--- src/rtl/fpu_normalizer.sv ---
// Normalise/round/pack stage behind the fpu add/sub datapath; one left shift per cycle, subnormals flush to zero.
// Optional round-to-nearest-even is enabled by defining FPU_NORM_ROUND_EN (default build truncates).
module fpu_normalizer #(
    parameter int bitness = 32,
    localparam int EW   = (bitness == 16) ? 5 : 8,
    localparam int MW   = (bitness == 16) ? 10 : 23,
    localparam int BIAS = (bitness == 16) ? 15 : 127
) (
    input  logic                clock,
    input  logic                reset,
    input  logic                in_rdy,
    output logic                in_ack,
    input  logic                in_sign,
    input  logic [EW+1:0]       in_exp,
    input  logic [MW+4:0]       in_mant,
    output logic                out_rdy,
    input  logic                out_ack,
    output logic [bitness-1:0]  result,
    output logic                flag_zero,
    output logic                flag_ovf,
    output logic                flag_unf,
    output logic [2:0]          dbg_state_o
);

    // Handshakes: in_ack is a one-cycle pulse registered on the edge that captures in_*;
    // out_rdy stays high with result/flags frozen until out_ack is sampled high alongside it.

    typedef enum logic [2:0] {
        S_IDLE    = 3'd0,
        S_CHECK   = 3'd1,
        S_SHIFT_L = 3'd2,
        S_ROUND   = 3'd3,
        S_PACK    = 3'd4,
        S_OUTPUT  = 3'd5
    } state_t;

    localparam logic signed [EW+1:0] EXP_ONE  = (EW+2)'(1);
    localparam logic signed [EW+1:0] EXP_MAX  = (EW+2)'(BIAS);
    localparam logic signed [EW+1:0] EXP_MIN  = (EW+2)'(1 - BIAS);
    localparam logic signed [EW+1:0] EXP_BIAS = (EW+2)'(BIAS);

    state_t                 state_q, state_d;
    logic                   sign_q, sign_d;
    logic signed [EW+1:0]   exp_q, exp_d;
    logic [MW+4:0]          mant_q, mant_d;
    logic                   zero_q, zero_d;
    logic                   in_ack_q, in_ack_d;
    logic                   out_rdy_q, out_rdy_d;
    logic [bitness-1:0]     result_q, result_d;
    logic                   flag_zero_q, flag_zero_d;
    logic                   flag_ovf_q, flag_ovf_d;
    logic                   flag_unf_q, flag_unf_d;

    logic [EW-1:0]          exp_field;
`ifdef FPU_NORM_ROUND_EN
    logic                   round_inc;
    logic [MW+4:0]          mant_round;
`endif

    always_ff @(posedge clock) begin
        if (reset) begin
            state_q     <= S_IDLE;
            sign_q      <= 1'b0;
            exp_q       <= '0;
            mant_q      <= '0;
            zero_q      <= 1'b0;
            in_ack_q    <= 1'b0;
            out_rdy_q   <= 1'b0;
            result_q    <= '0;
            flag_zero_q <= 1'b0;
            flag_ovf_q  <= 1'b0;
            flag_unf_q  <= 1'b0;
        end else begin
            state_q     <= state_d;
            sign_q      <= sign_d;
            exp_q       <= exp_d;
            mant_q      <= mant_d;
            zero_q      <= zero_d;
            in_ack_q    <= in_ack_d;
            out_rdy_q   <= out_rdy_d;
            result_q    <= result_d;
            flag_zero_q <= flag_zero_d;
            flag_ovf_q  <= flag_ovf_d;
            flag_unf_q  <= flag_unf_d;
        end
    end

    always_comb begin
        state_d     = state_q;
        sign_d      = sign_q;
        exp_d       = exp_q;
        mant_d      = mant_q;
        zero_d      = zero_q;
        in_ack_d    = 1'b0;
        out_rdy_d   = out_rdy_q;
        result_d    = result_q;
        flag_zero_d = flag_zero_q;
        flag_ovf_d  = flag_ovf_q;
        flag_unf_d  = flag_unf_q;
        exp_field   = EW'(exp_q + EXP_BIAS);
`ifdef FPU_NORM_ROUND_EN
        round_inc   = mant_q[2] & (mant_q[1] | mant_q[0] | mant_q[3]);
        mant_round  = mant_q + {{(MW+1){1'b0}}, round_inc, 3'b000};
`endif

        case (state_q)
            S_IDLE: begin
                if (in_rdy) begin
                    sign_d      = in_sign;
                    exp_d       = in_exp;
                    mant_d      = in_mant;
                    zero_d      = 1'b0;
                    flag_zero_d = 1'b0;
                    flag_ovf_d  = 1'b0;
                    flag_unf_d  = 1'b0;
                    in_ack_d    = 1'b1;
                    state_d     = S_CHECK;
                end
            end

            S_CHECK: begin
                if (mant_q == '0) begin
                    zero_d  = 1'b1;
                    state_d = S_PACK;
                end else if (mant_q[MW+4]) begin
                    // Carry out of the adder: fold the dropped bit into sticky.
                    mant_d  = {1'b0, mant_q[MW+4:2], mant_q[1] | mant_q[0]};
                    exp_d   = exp_q + EXP_ONE;
                    state_d = S_ROUND;
                end else if (!mant_q[MW+3]) begin
                    state_d = S_SHIFT_L;
                end else begin
                    state_d = S_ROUND;
                end
            end

            S_SHIFT_L: begin
                // Nonzero mantissa with no carry guarantees termination within MW+3 shifts.
                mant_d = {mant_q[MW+3:0], 1'b0};
                exp_d  = exp_q - EXP_ONE;
                if (mant_q[MW+2]) begin
                    state_d = S_ROUND;
                end
            end

            S_ROUND: begin
`ifdef FPU_NORM_ROUND_EN
                if (mant_round[MW+4]) begin
                    mant_d = {1'b0, mant_round[MW+4:1]};
                    exp_d  = exp_q + EXP_ONE;
                end else begin
                    mant_d = mant_round;
                end
`endif
                state_d = S_PACK;
            end

            S_PACK: begin
                if (zero_q) begin
                    result_d    = {sign_q, {(bitness-1){1'b0}}};
                    flag_zero_d = 1'b1;
                end else if (exp_q > EXP_MAX) begin
                    result_d   = {sign_q, {EW{1'b1}}, {MW{1'b0}}};
                    flag_ovf_d = 1'b1;
                end else if (exp_q < EXP_MIN) begin
                    result_d    = {sign_q, {(bitness-1){1'b0}}};
                    flag_unf_d  = 1'b1;
                    flag_zero_d = 1'b1;
                end else begin
                    result_d = {sign_q, exp_field, mant_q[MW+2:3]};
                end
                state_d = S_OUTPUT;
            end

            S_OUTPUT: begin
                // First OUTPUT cycle raises out_rdy; the ack is only honoured once it is visible.
                if (!out_rdy_q) begin
                    out_rdy_d = 1'b1;
                end else if (out_ack) begin
                    out_rdy_d = 1'b0;
                    state_d   = S_IDLE;
                end
            end

            default: begin
                state_d = S_IDLE;
            end
        endcase
    end

    assign in_ack      = in_ack_q;
    assign out_rdy     = out_rdy_q;
    assign result      = result_q;
    assign flag_zero   = flag_zero_q;
    assign flag_ovf    = flag_ovf_q;
    assign flag_unf    = flag_unf_q;
    assign dbg_state_o = state_q;

endmodule

--- config.mk ---
export PLATFORM = sky130hd
export DESIGN_NAME = fpu_normalizer
export DESIGN_NICKNAME = d
export VERILOG_FILES = /design/src/rtl/fpu_normalizer.sv
export SDC_FILE = /design/constraint.sdc
export NUM_CORES = 1
export LEC_CHECK = 0
export ABC_AREA = 0
export CAP_MARGIN = 20
export CORE_MARGIN = 3
export CORE_UTILIZATION = 55
export DETAILED_ROUTE_END_ITERATION = 6
export GPL_TIMING_DRIVEN = 0
export HOLD_SLACK_MARGIN = 0.1
export PLACE_DENSITY = 0.85
export SYNTH_ARGS = -nofsm -noshare
export SYNTH_HDL_FRONTEND = slang
export SYNTH_SLANG_ARGS = --single-unit
--- constraint.sdc ---
create_clock -name clock -period 3.56 [get_ports clock]
set_input_delay 1.068 -clock clock [delete_from_list [all_inputs] [get_ports clock]]
set_output_delay 1.068 -clock clock [all_outputs]
set_load 0.05 [all_outputs]
# --- Yosys cells after proc, flatten, opt, wreduce, memory -nomap -nowiden ---
# Index checks and enable logic that the tools add are counted.
classes:
  add_sub_neg: 3
  n_lt_le_gt_ge: 2
  n_eq_ne: 18
  mux: 34
  n_bitwise: 2
  n_reduce_logical: 14
ops:
  columns: ["op", "count"]
  rows:
  - ["$mux 31", 3]
  - ["$pmux 28 s3", 1]
  - ["$mux 28", 2]
  - ["$mux 10", 3]
  - ["$pmux 10 s3", 1]
  - ["$logic_not 28->1", 1]
  - ["$mux 27", 1]
  - ["$ne 2x2->1 const B", 11]
  - ["$pmux 3 s6", 1]
  - ["$reduce_and 4->1", 4]
  - ["$mux 3", 5]
  - ["$mux 1", 13]
  - ["$add 10x2->10 const B", 1]
  - ["$gt 10x8->1 const B", 1]
  - ["$lt 10x8->1 const B", 1]
  - ["$sub 10x2->10 const B", 1]
  - ["$add 8x8->8 const B", 1]
  - ["$pmux 1 s2", 4]
  - ["$eq 3x2->1 const B", 2]
  - ["$eq 3x3->1 const B", 2]
  - ["$ne 3x3->1 const B", 2]
  - ["$reduce_and 3->1", 2]
  - ["$reduce_and 5->1", 1]
  - ["$reduce_bool 2->1", 2]
  - ["7 further kinds", 7]
word_totals:
  ff_bits: 80
  out_inout_bits: 40
  word_cells: 85

# --- Longest topological paths before layout ---
# Gate-level depths: netlist of the first run.
depth:
  word_depth: 5
  ltp_mapped: 10

# --- Worst setup path before layout of the first run ---
# OpenSTA, ideal clock, no wires.
synth_path:
  kind: "register -> register"
  from: "register state_q[1] (netlist: dbg_state_o[1])"
  to: "register exp_q[9]"
  t_arrival_ns: 2.624
  required_ns: 3.431
  slack_ns: 0.807
  stages_incl_launch_ff: 10
  path_buffers: 0
  period_less_slack_ns: 2.753
  path_cell_list: "dfxtp_1 > nand2b_1 > nor2_2 > ha_1 > a21o_1 > a22o_1 > or2_0 > or4_1 > a22oi_2 > o32ai_1"
synth_between:
  elab_chain_cells: 3
  word_cells_on_any_way: 9
  classes_between: "eq/ne: 5; mux: 1; reduce/logical: 3"
synth_rtl:
  columns: ["element", "line_no", "rtl"]
  rows:
  - ["start: declaration", "42", "state_t state_q, state_d;"]
  - ["start signal: assignment", "74", "state_q <= state_d;"]
  - ["$eq 3x1->1 (tied with other cells)", "106", "case (state_q)"]
  - ["$ne 2x2->1 (no source line) or $reduce_bool 3->1 (tied branches)", null, null]
  - ["$reduce_and 4->1 (no source line)", null, null]
  - ["end signal: assignment", "76", "exp_q <= exp_d;"]
  - ["end: declaration", "44", "logic signed [EW+1:0] exp_q, exp_d;"]
# Several ways; a longest one is shown, not always the timed one.
# A chain may end at the register's enable or synchronous reset.

# --- Worst setup path after layout of the first run ---
layout_path:
  from: "register state_q[2] (netlist: dbg_state_o[2])"
  to: "register exp_q[9]"
# The elaborated chain is that of the path after synthesis.

==> out/metrics.csv, run 1 <==
stage,metric,value,unit
floorplanning,io_pins,83,
worst_setup_path,r2r_setup_slack,0.72,ns
sta,rsz0062_at_grt,no,
worst_setup_path,cpMaxStageDelayCell,or4_1,
worst_setup_path,crit_arrival,3.06,ns
worst_setup_path,setup.worst_path.end_class,flip-flop,
clocking,tritoncts,done,
yosys,synthCells,475,
worst_setup_path,worstSetupEndpoint,exp_q[9],
finish,layout-area-overhead-vs-synth,28.4,%
worst_setup_path,rr_worst_depth,9,
placement,portBuffers,81,
sta,slew_viol_final,0,
sta,max_freq,0.352,GHz
yosys,syn_area_per_cell,8.45,um^2
floorplanning,die_y,91.4,um
clocking,cts_resized,0,
worst_setup_path,cpMostUsedCell,a21oi_1,
detailed_routing,routedWlPerCell,17.9,um
worst_setup_path,worstPathRequired,3.78,ns
worst_setup_path,startpoint,dbg_state_o[2],
yosys,yosys.area_share.simple,17.7,%
floorplanning,start_util,57.8,%
floorplanning,die_x,91.4,um
global_routing,grt_pass1_vias,4128,
clocking,postCtsHoldBufs,0,
pwr,p_leak,1.84,nW
yosys,synth_nets,528,
detailed_routing,drc,0,
job,maxCapViolations,0,
global_routing,grt_first_pass_wirelength,20.1,mm
placement,dp_hpwl,8.48,mm
global_routing,grt_usage,29.2,%
yosys,synthAdderAreaFrac,3.30,%
clocking,root_buffer,clkbuf_8,
yosys,synth_seq_cells,80,
worst_setup_path,cp_max_fo,12,
yosys,synthFlopType,dfxtp_1,
finish,final_util,74.2,%
global_routing,grt_max_degree,14,
clocking,cts_inserted_buffers,9,
worst_setup_path,timing.rr.end,exp_q[9],
sta,finClkSkew,0.00496,ns
finish,drive_gt1_share,8.58,%
floorplanning,num_rows,30,
finish,nNetsFinal,620,
finish,final_cells,667,
sta,max_slew_margin,50.3,%
pwr,power,2.98,mW
yosys,synth_compound_area_share,31.5,%
yosys,yosysSeqAreaShare,39.9,%
clocking,htreeDepth,3,
sta,timing.final.crit_share,79.8,%
sta,setup_viol,0,
yosys,netlist_area,4020,um^2
yosys,yosysWarnings,0,
sta,fin_hold_ws,0.457,ns
detailed_routing,drt-total-wl,11.9,mm
clocking,cts_buffer_depth,2,
sta,hold_viol_final,0,
clocking,clock_sinks,80,
worst_setup_path,critical_path_class,reg2reg,
clocking,clk-insertion-delay-late,0.35,ns
yosys,async_flop_share,0,%
detailed_routing,vias_per_cell,6.28,
detailed_routing,drtIter0Drc,274,
detailed_routing,drtPass1Iterations,5,
pwr,cellPowerDensity,579,nW/um^2
floorplanning,coreArea,6940,um^2
worst_setup_path,cp_top_family,simple AND/OR/NAND/NOR gates,
finish,num_antenna_cells,0,
clocking,clk_pin_slew,0.08,ns
detailed_routing,dr_total_vias,4191,
worst_setup_path,path_cells,buf_2 -> nor2_2 -> ha_1 -> a21o_1 -> a21oi_1 -> a21oi_1 -> or4_1 -> a22oi_2 -> o32ai_1,
worst_setup_path,slowest_delay,0.51,ns
worst_setup_path,crit_buf_inv,1,
global_routing,grt_remaining_overflow,0,
worst_setup_path,r2r_start,dbg_state_o[2],
run_status,outcome,finished clean,
placement,gp_congestion,0.991,
sta,worst-slew-pin-transition,0.741,ns
floorplanning,fp.dieArea,8360,um^2
yosys,synth_top_family_by_area,compound AO/OA/AOI/OAI gates,
global_routing,antenna_found_initial,0,
placement,placedCellCount,652,
worst_setup_path,path_depth,9,
sta,post-route-min-period,2.84,ns
yosys,synth-edff-count,0,
clocking,postCtsSetupRepairBufs,0,
pwr,vdd_drop_max,0.304,mV
yosys,muxShareOfSynthArea,0.249,%
worst_setup_path,worstSetupStartpointType,flip-flop,
detailed_routing,antenna_left,0,
yosys,synth_cell_type_count,56,
min_path,worstHoldPathType,reg2reg,
sta,fin_setup_tns,0,ns
yosys,synth_xor_area_share,2.40,%
synth_stat cells (4+ instances only):
cell type | instances | share of area [%]
o21ai_1 | 5 | 0.62
nand3_1 | 8 | 1.0
nor2b_1 | 5 | 0.78
a22oi_1 | 24 | 4.5
xor2_1 | 7 | 1.5
nor2_1 | 52 | 4.9
a211oi_1 | 7 | 1.3
dfxtp_1 | 80 | 40
a21o_1 | 5 | 0.93
inv_1 | 6 | 0.56
buf_2 | 19 | 2.4
nand2_1 | 43 | 4.0
nor3_1 | 8 | 1.0
a21oi_1 | 52 | 6.5
clkbuf_1 | 13 | 1.2
xnor2_1 | 4 | 0.87
o221ai_1 | 26 | 5.7
a31oi_1 | 5 | 0.78
o21ai_0 | 14 | 1.7
nand2b_1 | 4 | 0.62
o22a_1 | 25 | 5.5
ha_1 | 9 | 2.8
nor4_1 | 8 | 1.2
metrics by stage:
stage               cell area [um^2]  worst slack (ns)
global placement                4950             0.831
finish                          5150             0.720
CTS                             5150             0.758
detailed placement              4950             0.764
global route                    5150             0.578
floorplan                       4020             0.807
flip-flops by register name (all words and copies together) (netlist names):
register / cells
result: 32
mant_q: 28
exp_q: 10
dbg_state_o: 3
flag_ovf: 1
flag_unf: 1
flag_zero: 1
in_ack: 1
out_rdy: 1
sign_q: 1
zero_q: 1
metal layers:
layer	vias up	part of all wire [%]	global-route usage (%)
li1	1956	-	-
met1	1950	40	35.7
met2	242	48	47.7
met3	43	8.1	6.21
met4	0	3.9	15.8
met5	-	0	0
worst reg2reg max path, delay by kind of cell (launching register included):
kind            cells  cell delay [ns]
flops               1             0.35
fa+ha+maj           1             0.40
compound gates      5             0.76
simple gates        2             1.00
buf+inv             1             0.20
report_power, final:
part	switching, mW	total, mW	internal, mW	leakage [nW]
Clock	0.336	0.729	0.393	0.103
Sequential	0.161	1.17	1.01	0.653
Combinational	0.628	1.08	0.454	1.08
worst min path at each step:
| stage | start | to | slack, ns | depth (start not counted) |
|---|---|---|---|---|
| global route | result[31] | result[31] | 0.49 | 2 |
| floorplan | sign_q | result[31] | 0.43 | 2 |
| global placement | sign_q | result[31] | 0.44 | 2 |
| CTS | sign_q | result[31] | 0.46 | 2 |
| detailed placement | sign_q | result[31] | 0.45 | 2 |
| finish | sign_q | result[31] | 0.46 | 2 |
cells in the final DEF, fill, tap and decap left out, drive strengths merged, types with 2 or more instances in the layout:
cell	count
xnor2	4
and4	2
xor2	7
nand4	3
inv	8
o22a	25
buf	24
nor3	9
a21o	5
a211oi	7
o21ai	19
a22oi	25
and2	2
bufinv	2
nand3	8
o221ai	26
clkbuf	23
clkdlybuf4s50	81
a31oi	6
nand2	44
ha	9
or3	2
or2	3
nor2	54
dfxtp	80
nand2b	4
nor4	9
a311oi	3
a21oi	54
nor2b	5
logic make-up after synthesis:
| group | Yosys count |
|---|---|
| muxes | 1 |
| xor gates and xnor gates | 11 |
| AOI/OAI and AO/OA | 179 |
| buffers and inverters | 44 |
| adders and majority gates | 10 |
| DFF | 80 |
| and+or+nand+nor | 150 |
cell type report:
type	count	area (um^2)
multi-input cells	351	2210
fillers	530	1790
repair buffers	81	811
well taps	96	120
flip-flops and latches	80	1600
clock buffers	10	128
inverters	7	26.3
clock inverters	5	81.3
plain buffers	37	174
(Power assumes the default switching activity.)
==> run 2: changes to the inputs <==
Settings changed: CORE_UTILIZATION 55 to 51, PLACE_DENSITY 0.85 to 0.8.
Clock period 3.56 ns to 2.7 ns, I/O delays scaled along.
==> run 2 against run 1 <==
Compared with the run above: worst hold slack better by 0.0051 ns; sequential share of layout area about the same; global-route usage down 2.9 points; clock power up 19%.
==> out/metrics.csv, run 2 (synthesized netlist as in run 1, its figures left out) <==
stage,metric,value,unit,change
clocking,clock_sinks,80,,unchanged
sta,rsz0062_at_grt,no,,
finish,drive_gt1_share,9.09,%,+0.51 points
min_path,worstHoldPathType,reg2reg,,
placement,gp_congestion,0.991,,about the same
pwr,p_leak,1.83,nW,-0.27%
job,maxCapViolations,0,,unchanged
floorplanning,coreArea,7450,um^2,+7.2%
finish,layout-area-overhead-vs-synth,28.4,%,about the same
detailed_routing,drc,0,,unchanged
pwr,vdd_drop_max,0.438,mV,+44%
floorplanning,start_util,53.9,%,-3.9 points
worst_setup_path,cp_top_family,simple AND/OR/NAND/NOR gates,,
global_routing,use_met2,45.3,%,-2.4 points
placement,dp_hpwl,8.47,mm,-0.12%
detailed_routing,drtPass1Iterations,5,,unchanged
pwr,cellPowerDensity,746,nW/um^2,+29%
finish,final_cell_mix,"clkdlybuf4s50_1, dfxtp_1, nor2_1, a21oi_1, nand2_1",,
global_routing,met3_usage,4.46,%,-1.8 points
floorplanning,die_y,94.7,um,+3.6%
sta,max_slew_margin,51.3,%,+1.0 points
detailed_routing,drt-total-wl,11.6,mm,-2.4%
worst_setup_path,r2r_start,dbg_state_o[2],,
global_routing,grt_usage,26.3,%,-2.9 points
sta,slew_viol_final,0,,unchanged
global_routing,grt_pass1_vias,3783,,-8.4%
sta,fin_setup_tns,0,ns,unchanged
clocking,root_buffer,clkbuf_8,,
global_routing,grt_remaining_overflow,0,,unchanged
worst_setup_path,cpMaxStageDelayCell,or4_1,,
clocking,postCtsHoldBufs,0,,unchanged
min_path,hp-start,sign_q,,
sta,finClkSkew,0.00760,ns,+0.00264 ns
detailed_routing,antenna_left,0,,unchanged
worst_setup_path,crit_arrival,2.78,ns,-0.28 ns
finish,layout_commonest_cell,clkdlybuf4s50_1,,
global_routing,grt-busiest-layer,met2,,
sta,post-route-min-period,2.55,ns,-0.292 ns
finish,post-route-cell-area,5150,um^2,about the same
global_routing,antenna_found_initial,0,,unchanged
sta,timing.final.crit_share,94.4,%,+15 points
global_routing,grt_max_degree,14,,unchanged
detailed_routing,routedWlPerCell,17.3,um,-3.0%
clocking,tritoncts,done,,
worst_setup_path,cp_max_fo,11,,-1
global_routing,grt_util_met1,33.4,%,-2.3 points
clocking,clk_pin_slew,0.08,ns,about the same
clocking,cts_inserted_buffers,9,,unchanged
detailed_routing,dr_total_vias,4135,,-1.3%
worst_setup_path,slowest_delay,0.42,ns,-0.09 ns
global_routing,grt_first_pass_wirelength,18.5,mm,-8.1%
sta,worst-slew-pin-transition,0.726,ns,-0.0150 ns
worst_setup_path,path_cells,buf_2 -> nor2_4 -> ha_1 -> a21o_1 -> a22o_1 -> or2_0 -> or4_1 -> a22oi_2 -> o32ai_1,,
finish,num_antenna_cells,0,,unchanged
run_status,outcome,finished clean,,
finish,largest_reg_flops,32,,unchanged
floorplanning,io_pins,83,,unchanged
detailed_routing,drtIter0Drc,306,,+12%
finish,final_util,69.2,%,-5.0 points
worst_setup_path,startpoint,dbg_state_o[2],,
placement,place_area,4960,um^2,+0.20%
finish,fill_cells,634,,+20%
clocking,clk-insertion-delay-late,0.36,ns,about the same
clocking,htreeDepth,3,,unchanged
placement,portBuffers,81,,unchanged
worst_setup_path,crit_buf_inv,1,,unchanged
floorplanning,fp.dieArea,8970,um^2,+7.3%
worst_setup_path,critical_path_class,reg2reg,,
worst_setup_path,r2r_setup_slack,0.15,ns,-0.57 ns
finish,nNetsFinal,622,,+0.32%
worst_setup_path,worstSetupStartpointType,flip-flop,,
worst_setup_path,worstPathRequired,2.93,ns,-0.85 ns
floorplanning,die_x,94.7,um,+3.6%
sta,hold_viol_final,0,,unchanged
clocking,cts_buffer_depth,2,,unchanged
sta,setup_viol,0,,unchanged
floorplanning,num_rows,31,,+3.3%
detailed_routing,vias_per_cell,6.16,,-1.9%
sta,max_freq,0.392,GHz,+11%
worst_setup_path,setup.worst_path.end_class,flip-flop,,
-- run 2: per-layer routing --
layer | wire length, um | vias to the layer above
li1 | - | 1962
met3 | 773 | 23
met1 | 4960 | 1973
met2 | 5660 | 177
met4 | 237 | 0
met5 | 0 | -
-- run 2: worst paths after layout --
| path | end | depth (start not counted) |
|---|---|---|
| setup / recovery | exp_q[9] | 9 |
| hold / removal | result[31] | 2 |
| setup reg to reg | exp_q[9] | 9 |
| hold reg to reg | result[31] | 2 |
-- run 2: power breakdown --
| group | internal, mW | switching (mW) | total [mW] |
|---|---|---|---|
| Clock | 0.419 | 0.449 | 0.868 |
| Sequential | 1.33 | 0.215 | 1.55 |
| Combinational | 0.607 | 0.823 | 1.43 |
-- run 2: what timing repair did --
| item | in CTS | in global routing |
|---|---|---|
| resized for setup | 0 | 0 |
| setup endpoints to repair | 0 | 1 |
| buffers inserted | 0 | 2 |
-- run 2: tightest hold or removal path, cell delays in order (launching register included) --
cell and delay (ns):
dfxtp_1 0.32, nand2_1 0.05, a21oi_1 0.05
-- run 2: layout make-up --
type / instances / area, um^2 / share of cell area, %
Clock inverter: 5 / 58.8 / 1.14
Buffer: 37 / 174 / 3.37
Inverter: 7 / 26.3 / 0.510
Clock buffer: 9 / 124 / 2.40
Tap cell: 99 / 124 / 2.40
Multi-Input combinational cell: 351 / 2220 / 43.0
Sequential cell: 80 / 1600 / 31.1
Timing Repair Buffer: 83 / 826 / 16.0
-- run 2: through the flow --
step | instances | hold slack (ns) | power [mW] | setup WS, ns
global placement | 655 | 0.439 | 2.92 | 0.168
floorplan | 475 | 0.431 | 2.56 | 0.0315
CTS | 669 | 0.462 | 3.82 | 0.109
detailed placement | 655 | 0.450 | 2.96 | 0.127
finish | 671 | 0.462 | 3.85 | 0.151
global route | 671 | 0.488 | 4.06 | 0.0379
==> run 3: changes to the inputs <==
Settings changed: CORE_UTILIZATION 51 to 33, PLACE_DENSITY 0.8 to not set.
==> run 3 against run 2 <==
Compared with the run above: design area up 3.4%; register-to-register slack about the same; maximum frequency down 0.35%; worst hold slack better by 0.00095 ns; critical endpoint unchanged; largest cell class unchanged; power up 7.8%; via count down 0.77%; final cell count up 7.0%; clock skew down 0.0021 ns; sequential cell count unchanged; critical path depth up 1.
==> out/metrics.csv, run 3 (synthesized netlist as in run 1, its figures left out) <==
stage,metric,value,unit,change
run_status,outcome,finished clean,,
floorplanning,die_y,116,um,+23%
detailed_routing,dr_total_vias,4103,,-0.77%
placement,portBuffers,81,,unchanged
pwr,swShare,37.3,%,-1.3 points
sta,rsz0062_at_grt,no,,
clocking,tritoncts,done,,
floorplanning,fp.dieArea,13500,um^2,+51%
min_path,hp-start,result[31],,
placement,dp_slack,0.102,ns,-0.0255 ns
job,maxCapViolations,0,,unchanged
floorplanning,die_x,116,um,+23%
finish,fill_cells,1156,,+82%
detailed_routing,drt-total-wl,12.9,mm,+11%
placement,gp_congestion,0.873,,-12%
detailed_routing,vias_per_cell,5.71,,-7.3%
sta,slew_viol_final,0,,unchanged
finish,num_antenna_cells,0,,unchanged
sta,max_slew_margin,53.4,%,+2.1 points
finish,layout-area-overhead-vs-synth,32.8,%,
clocking,cts_buffer_depth,2,,unchanged
global_routing,antenna_found_initial,0,,unchanged
sta,worst-slew-pin-transition,0.695,ns,-0.0318 ns
global_routing,grt_max_degree,14,,unchanged
pwr,vdd_drop_max,0.365,mV,-17%
sta,setup_viol,0,,unchanged
sta,max_freq,0.391,GHz,-0.35%
pwr,p_int,2.60,mW,+10%
pwr,pwr-share-comb,35.1,%,-2.1 points
clocking,clock_sinks,80,,unchanged
detailed_routing,drtPass1Iterations,4,,-1
sta,hold_viol_final,0,,unchanged
sta,finClkSkew,0.00552,ns,-0.00208 ns
min_path,worstHoldPathType,reg2reg,,
pwr,cellPowerDensity,778,nW/um^2,+4.2%
clocking,clk-insertion-delay-late,0.34,ns,-0.02 ns
worst_setup_path,cp_max_fo,6,,-5
clocking,clk_pin_slew,0.06,ns,-0.02 ns
sta,fin_setup_tns,0,ns,unchanged
finish,nNetsFinal,623,,+0.16%
worst_setup_path,worstPathRequired,2.91,ns,-0.02 ns
detailed_routing,routedWlPerCell,17.9,um,+3.5%
worst_setup_path,crit_arrival,2.76,ns,-0.02 ns
global_routing,grt_usage,19.5,%,-6.8 points
placement,dp_hpwl,9.45,mm,+12%
worst_setup_path,r2r_start,dbg_state_o[0],,
finish,final_util,45.7,%,-23 points
detailed_routing,drc,0,,unchanged
floorplanning,start_util,34.4,%,-19 points
finish,drive_gt1_share,10.1,%,+1.0 points
global_routing,grt_pass1_vias,4048,,+7.0%
floorplanning,io_pins,83,,unchanged
detailed_routing,drtIter0Drc,340,,+11%
pwr,seqPwrFrac,37.4,%,-2.9 points
finish,layout_commonest_cell,clkdlybuf4s50_1,,
sta,fin_hold_ws,0.463,ns,+0.000951 ns
pwr,p_sw,1.55,mW,+4.1%
worst_setup_path,startpoint,dbg_state_o[0],,
clocking,htreeDepth,3,,unchanged
floorplanning,coreArea,11700,um^2,+57%
sta,post-route-min-period,2.56,ns,+0.00897 ns
detailed_routing,antenna_left,0,,unchanged
finish,largest_reg_flops,32,,unchanged
global_routing,grt_remaining_overflow,0,,unchanged
worst_setup_path,critical_path_class,reg2reg,,
global_routing,grt_first_pass_wirelength,20.8,mm,+13%
pwr,p_leak,1.88,nW,+2.6%
worst_setup_path,setup.worst_path.end_class,flip-flop,,
pwr,pwr-share-clk,27.4,%,+4.8 points
worst_setup_path,worstSetupStartpointType,flip-flop,,
floorplanning,num_rows,39,,+26%
clocking,cts_inserted_buffers,9,,unchanged
clocking,root_buffer,clkbuf_16,,
finish,final_cell_mix,"clkdlybuf4s50_1, dfxtp_1, nor2_1",,
sta,timing.final.crit_share,94.7,%,+0.33 points
sta,fin_ws,0.142,ns,-0.00897 ns
run 3: layout make-up:
cell class | instances | area [um^2] | area share [%]
Inverter | 7 | 26.3 | 0.493
Clock buffer | 11 | 243 | 4.55
Sequential cell | 80 | 1600 | 30.1
Timing Repair Buffer | 83 | 826 | 15.5
Tap cell | 143 | 179 | 3.36
Clock inverter | 5 | 32.5 | 0.610
Buffer | 37 | 176 | 3.31
Multi-Input combinational cell | 352 | 2250 | 42.1
run 3: path summary, 6_finish.rpt:
path                                    to  slack [ns]  cells after the start
worst max register to register    exp_q[9]        0.14                     10
worst max-delay path              exp_q[9]        0.14                     10
worst min-delay path            result[31]        0.46                      2
worst min register to register  result[31]        0.46                      2
run 3: critical path, stage by stage (launching register included):
cell and delay [ns]:
dfxtp_1 0.34, nand2b_2 0.23, nor2_4 0.24, buf_4 0.16
ha_4 0.20, a21o_1 0.17, a22o_1 0.20, or2_0 0.21
or4_1 0.44, a22oi_2 0.14, o32ai_1 0.09
run 3: stage by stage:
step | power, mW | area, um^2 | std cells
6_report | 4.15 | 5330 | 718
4_1_cts | 4.12 | 5290 | 715
3_5_place_dp | 2.98 | 5010 | 699
3_3_place_gp | 2.96 | 5010 | 699
2_1_floorplan | 2.56 | 4020 | 475
5_1_grt | 4.39 | 5330 | 718
run 3: power by group through the flow:
stage               logic (mW)  registers, mW  clock network (mW)
finish                    1.46           1.55                1.14
global route              1.61           1.58                1.21
CTS                       1.42           1.55                1.15
detailed placement        1.41           1.57                   0
global placement          1.38           1.57                   0
floorplan                0.983           1.58                   0
run 3: what timing repair did:
item,CTS,global route
resized for setup,0,5
setup endpoints to repair,0,2
hold buffers,0,0
buffers inserted,0,2
run 3: metal layers:
| layer | share of wire, % | wire length [um] | GRT usage, % | vias up |
|---|---|---|---|---|
| met5 | 0 | 0 | 0 | - |
| met4 | 1.8 | 226 | 6.34 | 0 |
| met3 | 6.4 | 823 | 4.25 | 21 |
| met2 | 47 | 6090 | 32.6 | 139 |
| met1 | 45 | 5730 | 25.1 | 1971 |
| li1 | - | - | - | 1972 |
